`src/rtl/div_pkg.sv`:
```
// Shared types and constants for the iterative RV64M divider.
package div_pkg;
    localparam int DIV_XLEN    = 64;
    localparam int DIV_LATENCY = DIV_XLEN + 2;

    typedef enum logic [1:0] {
        DIV_S = 2'b00,
        DIV_U = 2'b01,
        REM_S = 2'b10,
        REM_U = 2'b11
    } div_op_t;

    typedef enum logic [1:0] {
        IDLE = 2'b00,
        CALC = 2'b01,
        FIX  = 2'b10,
        DONE = 2'b11
    } div_state_t;
endpackage

```
`src/rtl/div_step.sv`:
```
// One combinational restoring shift-subtract step on unsigned magnitudes.
module div_step #(
    parameter int XLEN = 64
) (
    input  logic [XLEN-1:0] rem_in,
    input  logic [XLEN-1:0] quo_in,
    input  logic [XLEN-1:0] divisor,
    output logic [XLEN-1:0] rem_out,
    output logic [XLEN-1:0] quo_out
);
    logic [XLEN:0] rem_shift;
    logic          ge;

    // The shifted remainder is kept XLEN+1 wide for the compare; after a
    // successful subtract the difference always fits back into XLEN bits.
    assign rem_shift = {rem_in, quo_in[XLEN-1]};
    assign ge        = rem_shift >= {1'b0, divisor};
    assign rem_out   = ge ? (rem_shift[XLEN-1:0] - divisor) : rem_shift[XLEN-1:0];
    assign quo_out   = {quo_in[XLEN-2:0], ge};
endmodule

```
`src/rtl/iter_divider_64bit.sv`:
```
// Multi-cycle DIV/DIVU/REM/REMU unit: one restoring step per cycle, with a
// fast path for divide-by-zero and signed overflow.
module iter_divider_64bit
    import div_pkg::*;
#(
    parameter int XLEN = DIV_XLEN
) (
    input  logic            clk,
    input  logic            rst_n,
    input  logic            in_valid,
    output logic            in_ready,
    input  logic [1:0]      op,
    input  logic [XLEN-1:0] dividend,
    input  logic [XLEN-1:0] divisor,
    input  logic            flush,
    output logic            out_valid,
    input  logic            out_ready,
    output logic [XLEN-1:0] result,
    output logic            busy
);
    localparam int CW = $clog2(XLEN) + 1;
    localparam logic [XLEN-1:0] MIN_INT = {1'b1, {(XLEN-1){1'b0}}};

    // Handshake: a transfer happens on a rising edge where valid and ready
    // are both high; in_ready is high only in IDLE, out_valid only in DONE.
    div_state_t      state_q, state_d;
    logic            is_rem_q, neg_quo_q, neg_rem_q, out_valid_q;
    logic [XLEN-1:0] rem_q, quo_q, dvsr_q, result_q;
    logic [CW-1:0]   count_q;

    div_op_t         op_in;
    logic            in_signed, a_neg, b_neg, div_zero, overflow;
    logic [XLEN-1:0] abs_a, abs_b, step_rem, step_quo, quo_fix, rem_fix;

    assign op_in     = div_op_t'(op);
    assign in_signed = (op_in == DIV_S) || (op_in == REM_S);
    assign a_neg     = in_signed & dividend[XLEN-1];
    assign b_neg     = in_signed & divisor[XLEN-1];
    assign abs_a     = a_neg ? -dividend : dividend;
    assign abs_b     = b_neg ? -divisor : divisor;
    assign div_zero  = (divisor == '0);
    assign overflow  = in_signed && (dividend == MIN_INT) && (divisor == '1);
    assign quo_fix   = neg_quo_q ? -quo_q : quo_q;
    assign rem_fix   = neg_rem_q ? -rem_q : rem_q;

    div_step #(.XLEN(XLEN)) u_step (
        .rem_in  (rem_q),
        .quo_in  (quo_q),
        .divisor (dvsr_q),
        .rem_out (step_rem),
        .quo_out (step_quo)
    );

    always_comb begin
        state_d = state_q;
        case (state_q)
            IDLE: if (in_valid) state_d = (div_zero || overflow) ? DONE : CALC;
            CALC: if (count_q == CW'(XLEN - 1)) state_d = FIX;
            FIX:  state_d = DONE;
            DONE: if (out_valid_q && out_ready) state_d = IDLE;
            default: state_d = IDLE;
        endcase
        // Flush kills any operation and also blocks a same-edge accept in IDLE.
        if (flush) state_d = IDLE;
    end

    always_ff @(posedge clk) begin
        if (!rst_n) begin
            state_q     <= IDLE;
            is_rem_q    <= 1'b0;
            neg_quo_q   <= 1'b0;
            neg_rem_q   <= 1'b0;
            out_valid_q <= 1'b0;
            rem_q       <= '0;
            quo_q       <= '0;
            dvsr_q      <= '0;
            result_q    <= '0;
            count_q     <= '0;
        end else begin
            state_q <= state_d;
            if (flush) begin
                out_valid_q <= 1'b0;
            end else begin
                case (state_q)
                    IDLE: if (in_valid) begin
                        is_rem_q  <= op[1];
                        neg_quo_q <= a_neg ^ b_neg;
                        neg_rem_q <= a_neg;
                        if (div_zero) begin
                            result_q <= op[1] ? dividend : '1;
                        end else if (overflow) begin
                            result_q <= op[1] ? '0 : MIN_INT;
                        end else begin
                            rem_q   <= '0;
                            quo_q   <= abs_a;
                            dvsr_q  <= abs_b;
                            count_q <= '0;
                        end
                    end
                    CALC: begin
                        rem_q   <= step_rem;
                        quo_q   <= step_quo;
                        count_q <= count_q + 1'b1;
                    end
                    FIX:  result_q <= is_rem_q ? rem_fix : quo_fix;
                    // out_valid rises one cycle after DONE is entered.
                    DONE: out_valid_q <= !(out_valid_q && out_ready);
                    default: out_valid_q <= 1'b0;
                endcase
            end
        end
    end

    assign in_ready  = (state_q == IDLE);
    assign busy      = (state_q != IDLE);
    assign out_valid = out_valid_q;
    assign result    = result_q;
endmodule
```
`config.mk`:
```
export PLATFORM = sky130hd
export DESIGN_NAME = iter_divider_64bit
export DESIGN_NICKNAME = d
export VERILOG_FILES = /design/src/rtl/div_pkg.sv /design/src/rtl/div_step.sv /design/src/rtl/iter_divider_64bit.sv
export SDC_FILE = /design/constraint.sdc
export NUM_CORES = 1
export LEC_CHECK = 0
export CORE_MARGIN = 2
export CORE_UTILIZATION = 50
export DETAILED_ROUTE_END_ITERATION = 7
export PLACE_DENSITY = 0.71
export SLEW_MARGIN = 40
export SYNTH_ARGS = -nofsm -noshare
export SYNTH_HDL_FRONTEND = slang
export SYNTH_SLANG_ARGS = --single-unit
```
`constraint.sdc`:
```
create_clock -name clk -period 4.75 [get_ports clk]
set_input_delay 0.7125 -clock clk [delete_from_list [all_inputs] [get_ports clk]]
set_output_delay 0.7125 -clock clk [all_outputs]
set_load 0.005 [all_outputs]
```
# [Word-level counts from Yosys, hierarchy flattened]
# Cells that the tools add are included.
[word_totals] reg_bits=269 in_bits=135 output_inout_bits=67 elab_cells=84
[op_classes] addsub=6 magnitude_cmp=1 n_eq_ne=13 muxes=29 bitwise=7 reduce_logical=18
[op_table] cell="two-way mux 64 bit" n=17
[op_table] cell="case mux 64 bit (2 select lines)" n=3
[op_table] cell="negator 64 bit" n=4
[op_table] cell="equality test 64 bit, second input constant" n=2
[op_table] cell="greater-or-equal comparator 65 x 64 -> 1 bit" n=1
[op_table] cell="zero test 64 bit" n=1
[op_table] cell="subtractor 64 bit" n=1
[op_table] cell="two-way mux 7 bit" n=3
[op_table] cell="case mux 7 bit (2 select lines)" n=1
[op_table] cell="!= test 2 bit, second input constant" n=5
[op_table] cell="AND reduction 5 bit" n=2
[op_table] cell="two-way mux 2 bit" n=4
[op_table] cell="case mux 2 bit (4 select lines)" n=1
[op_table] cell="adder 7 x 1 -> 7 bit, second input constant" n=1
[op_table] cell="equality test 7 x 6 -> 1 bit, second input constant" n=1
[op_table] cell="equality test 2 bit, second input constant" n=3
[op_table] cell="AND reduction 3 bit" n=2
[op_table] cell="nonzero test 2 bit" n=3
[op_table] cell="zero test 2 bit" n=2
[op_table] cell="NOT 1 bit" n=4
[op_table] cell="AND reduction 4 bit" n=1
[op_table] cell="logical AND 1 bit" n=3
[op_table] cell="!= test 3 x 1 -> 1 bit, second input constant" n=1
[op_table] cell="bitwise AND 1 bit" n=2
[op_table] cell="5 further kinds" n=6

# [Depth between registers and ports, before layout]
[logic_depth] ltp_word=8 ltp_mapped=16 mapped_depth_nobuf=15

# [By module]
# A second synthesis with hierarchy kept.
[hier_totals] hier_cells=3186 hier_area_um2=22870.7
[modules_own_cells] module="iter_divider_64bit" n_inst=1 cells_each=2351 area_each_um2=17589.4 seq_area_each_um2=5385.2
[modules_own_cells] module="div_step" n_inst=1 cells_each=835 area_each_um2=5281.3 seq_area_each_um2=0.0

# [Worst setup path after synthesis]
# OpenSTA, ideal clock, no wires.
[synth_timing] kind="register to register" startpoint="reg rem_q[3]" endpoint="reg rem_q[60]" setup_time_ns=0.133 t_arrival_ns=3.638 t_required_ns=4.617 setup_slack_ns=0.979 stages_incl_launch_ff=16 n_path_buf=3 period_less_slack_ns=3.771 cell_sequence="dfxtp_1 ha_1 clkbuf_1 a21o_1 a31oi_1 a21boi_1 a311o_1 a2111oi_0 o211ai_1 a31o_2 o21ai_1 buf_2 buf_2 nor3_1 a222oi_1 o31ai_1"
[synth_via] elab_chain_cells=3 word_cells_on_any_way=4 cone_classes="1 x add/sub; 1 x order compare; 2 x mux"
[synth_rtl] item="from (decl)" line_no="iter_divider_64bit.sv:28" rtl="logic [XLEN-1:0] rem_q, quo_q, dvsr_q, result_q;"
[synth_rtl] item="from (signal assigned)" line_no="iter_divider_64bit.sv:101" rtl="rem_q <= step_rem;"
[synth_rtl] item="subtractor 64 bit / greater-or-equal comparator 65 x 64 -> 1 bit (equally long branches)" line_no="div_step.sv:18, div_step.sv:17"
[synth_rtl] item="two-way mux 64 bit (*)" line_no="div_step.sv:18" rtl="assign rem_out = ge ? (rem_shift[XLEN-1:0] - divisor) : rem_shift[XLEN-1:0];"
[synth_rtl] item="case mux 64 bit (2 select lines) (*)" line_no="iter_divider_64bit.sv:84" rtl="case (state_q)"
# Mark *: on every way between the ends. The rest lies on a longest branch, timed or not.
# A chain may end at the register's enable or synchronous reset.

# [Final worst setup path]
[layout_timing] startpoint="reg dvsr_q[0]" endpoint="reg rem_q[60]"
[layout_via] elab_chain_cells=3 word_cells_on_any_way=4 cone_classes="1 x add/sub; 1 x order compare; 2 x mux"
[layout_rtl] item="from (decl)" line_no="iter_divider_64bit.sv:28"
[layout_rtl] item="from (signal assigned)" line_no="iter_divider_64bit.sv:96" rtl="dvsr_q <= abs_b;"
[layout_rtl] item="subtractor 64 bit / greater-or-equal comparator 65 x 64 -> 1 bit (equally long branches)" line_no="div_step.sv:18, div_step.sv:17"
[layout_rtl] item="two-way mux 64 bit (*)" line_no="div_step.sv:18"
[layout_rtl] item="case mux 64 bit (2 select lines) (*)" line_no="iter_divider_64bit.sv:84"
# Marks and branches as above.

==> results.sh <==
export IMPL_clkSlewWorstSetupHoldPaths_ns=0.06
export IMPL_final_min_period_ns=4.42
export IMPL_crit_arrival_ns=4.82
export IMPL_syn_to_final_growth_pct=19.1
export IMPL_post_synth_instance_area_mm2=0.0215
export IMPL_synth_edff_count=0
export IMPL_grt_overflow_total=0
export IMPL_global_route_wire_length_before_repair_mm=121
export IMPL_hold_worst_slack_ns=0.472
export IMPL_max_slew_worst_pin_slew_ns=0.826
export IMPL_ios=202
export IMPL_worstPathMaxFanout=3
export IMPL_fin_setup_tns_ns=0
export IMPL_synth_top_family_by_area="compound AO/OA/AOI/OAI gates"
export IMPL_fill_cells=3972
export IMPL_hold_viol=0
export IMPL_area_share_of_and_or_nand_nor_cells_after_synthesis_pct=21.9
export IMPL_gp_weighted_congestion=0.963
export IMPL_max_slew_margin_rel_pct=44.8
export IMPL_die_w_um=211
export IMPL_max_freq_ghz=0.226
export IMPL_count_of_unique_library_cells_instantiated_by_yosys=83
export IMPL_dr_first_iter_drc_count=2108
export IMPL_leakagePower_nw=10.8
export IMPL_crit_buf_inv=1
export IMPL_chip_height_um=211
export IMPL_setup_worst_path_end_class="register"
export IMPL_synthesis_area_per_instance_um2=7.30
export IMPL_ys_seq_elements=269
export IMPL_clock_path_buffers=3
export IMPL_min_period_over_period_pct=93.1
export IMPL_rsz_0062_raised_after_global_routing="no"
export IMPL_route_detailed_wl_per_inst_um=21.9
export IMPL_drv_cap=0
export IMPL_dr_pass1_iters=6
export IMPL_dp_final_hpwl_mm=63.4
export IMPL_drc=0
export IMPL_finalInstanceArea_mm2=0.0256
export IMPL_yosys_warnings=0
export IMPL_compound_cell_area_share_of_the_yosys_netlist_pct=30.3
export IMPL_critPathSlowestCell="a311oi_1"
export IMPL_min_path_type="reg2reg"
export IMPL_post_synth_fa_ha_maj_area_fraction_pct=4.39
export IMPL_grt_max_degree=84
export IMPL_peakVddDrop_v=0.000229
export IMPL_slew_violations=0
export IMPL_count_of_endpoints_failing_setup_in_the_final_report=0
export IMPL_synthXorXnorAreaFrac_pct=12.3
export IMPL_synthesis_nets=3158
export IMPL_cp_launch_point="dvsr_q[0]$_SDFFE_PN0P_"
export IMPL_holdBufCountCts=0
export IMPL_number_of_buffers_added_by_the_clock_tree_synthesis_step=34
export IMPL_timing_final_ws_setup_ns=0.328
export IMPL_ys_seq_area_share_pct=25.0
export IMPL_worst_setup_path_start_kind="register"
export IMPL_power_density_mw_per_mm2=274
export IMPL_critPathMostFrequentCell="o31ai_1"
export IMPL_rows=76
export IMPL_route_antenna_remaining_nets=0
export IMPL_multiplexer_area_fraction_after_synthesis_pct=0.419
export IMPL_first_global_vias=21200
export IMPL_num_antenna_cells=0
export IMPL_layout_drive_gt1_share_pct=6.94
export IMPL_nets=3298
export IMPL_finalWirelength_mm=80.2
export IMPL_category_of_the_critical_setup_timing_path="reg2reg"
export IMPL_route_detailed_vias_per_inst=6.24
export IMPL_groute_usage_overall_pct=34.9
export IMPL_route_vias_total=22800
export IMPL_synth_main_ff_cell="dfxtp_1"
export IMPL_dp_cells=3598
export IMPL_clkSinkCount=269
export IMPL_cts_repair_resize_count=0
export IMPL_clock_root_buffer="clkbuf_16"
export IMPL_dpl_instance_area_mm2=0.0245
export IMPL_timing_critical_path_slowest_cell_delay_ns=0.47
export IMPL_async_set_or_reset_flop_fraction_in_the_synthesized_netlist_pct=0
export IMPL_core_outline_area_mm2=0.0428
export IMPL_cp_cell_sequence="ha_1 -> inv_1 -> fa_1 -> a21o_1 -> a311oi_1 -> nor3_1 -> o211ai_1 -> nand2_1 -> nor2_1 -> o31ai_1 -> a31oi_1 -> o311ai_0 -> a222oi_1 -> o31ai_1"
export IMPL_cp_data_required_time_ns=5.15
export IMPL_timing_rr_start="dvsr_q[0]$_SDFFE_PN0P_"
export IMPL_cts_max_level=2
export IMPL_antenna_found_initial=0
export IMPL_post_place_ws_ns=0.207
export IMPL_floorplan_die_area_mm2=0.0447
export IMPL_tritoncts="built"
export IMPL_skew_ns=0.0245
export IMPL_hold_path_start="result[46]$_SDFFE_PN0P_"
export IMPL_post_route_non_filler_standard_cell_count=3658
export IMPL_initial_utilization_pct=50.3
export IMPL_syn_inst=2948
export IMPL_post_cts_setup_buffer_count=0
export IMPL_cpLargestDelayFamily="compound AO/OA/AOI/OAI gates"
export IMPL_status="complete, no violations"
export IMPL_portBuffers=201
export IMPL_clock_latency_ns=0.56
## registers in the layout, indices dropped and copies added (netlist names)
signal / cells
count_q: 7
dvsr_q: 64
is_rem_q: 1
neg_quo_q: 1
neg_rem_q: 1
out_valid: 1
quo_q: 64
rem_q: 64
result: 64
state_q: 2
## through the flow
step	power [mW]	utilization [%]
floorplan	3.67	-
global placement	4.37	57.2
detailed placement	4.40	57.3
CTS	7.04	59.9
global route	7.33	59.9
finish	7.04	59.9
## Yosys cell counts, types with 31 or more instances
cell type | instances | area share [%]
a22o_1 | 50 | 2.0
nand2_1 | 448 | 7.8
ha_1 | 74 | 4.3
nor4_1 | 45 | 1.3
a21oi_1 | 191 | 4.4
o31ai_1 | 55 | 1.9
nand4_1 | 43 | 1.2
clkbuf_1 | 180 | 3.1
o211ai_1 | 44 | 1.5
xnor2_1 | 170 | 6.9
dfxtp_1 | 269 | 25
a21boi_0 | 55 | 1.9
nor3_1 | 58 | 1.3
xor2_1 | 132 | 5.4
nand3_1 | 48 | 1.1
or3_1 | 31 | 0.90
inv_1 | 112 | 2.0
nor2_1 | 168 | 2.9
o211a_1 | 86 | 4.0
o21ai_0 | 275 | 6.4
## worst reg2reg max path: stages, from the launching register on
cell      delay (ns)
dfxtp_1         0.46
ha_1            0.33
inv_1           0.09
fa_1            0.40
a21o_1          0.21
a311oi_1        0.47
nor3_1          0.23
o211ai_1        0.44
nand2_1         0.09
nor2_1          0.28
o31ai_1         0.18
a31oi_1         0.34
o311ai_0        0.29
a222oi_1        0.36
o31ai_1         0.12
## routing by layer
| layer | vias to the layer above | share of wire [%] | routed length, µm | global-route usage (%) |
|---|---|---|---|---|
| li1 | 10900 | - | - | - |
| met1 | 10800 | 43 | 34300 | 46.3 |
| met2 | 957 | 45 | 36300 | 56.5 |
| met3 | 164 | 7.1 | 5670 | 3.71 |
| met4 | 0 | 4.8 | 3890 | 16.8 |
| met5 | - | 0 | 0 | 0 |
## cell families (layout without fill, tap and decap cells)
logic type,count (synthesis),count (layout)
AND/OR/NAND/NOR,998,998
AO/OA/AOI/OAI,973,973
buffers and inverters,322,486
XOR/XNOR,302,302
flip-flops,269,269
adder cells (fa/ha/maj),75,75
multiplexers,9,9
## where the power goes
group	total, mW	switching [mW]	leakage (nW)	internal [mW]
Sequential	2.54	0.151	2.19	2.38
Combinational	1.86	1.12	8.03	0.743
Clock	2.64	1.07	0.548	1.57
## final cells by class
type	instances	area [µm²]	share of cell area [%]
Clock buffer	47	951	3.71
Multi-Input combinational cell	2357	15000	58.4
Inverter	112	420	1.64
Clock inverter	13	169	0.659
Tap cell	546	683	2.66
Timing Repair Buffer	314	3050	11.9
Sequential cell	269	5390	21.0
## cells in the final DEF, fill, tap and decap left out, types with 27 or more instances in the layout
cell type          n
a21boi_0          55
a21o_1            28
a21oi_1          191
a22o_1            50
a31oi_1           28
buf_4             99
clkbuf_16         35
clkdlybuf4s50_1  200
dfxtp_1          266
ha_1              72
inv_1            112
nand2_1          448
nand3_1           48
nand4_1           43
nor2_1           167
nor3_1            57
nor4_1            45
o211a_1           86
o211ai_1          44
o21ai_0          275
o311ai_0          27
o31ai_1           55
or3_1             31
or4_1             27
xnor2_1          170
xor2_1           132
## path summary, 6_finish.rpt
path	end	slack, ns	cells past startpoint
worst min register to register	result[46]$_SDFFE_PN0P_	0.47	2
worst min-delay path	result[46]$_SDFFE_PN0P_	0.47	2
worst max register to register	rem_q[60]$_SDFFE_PN0P_	0.33	14
worst max-delay path	rem_q[60]$_SDFFE_PN0P_	0.33	14
(Power assumes the default switching activity.)
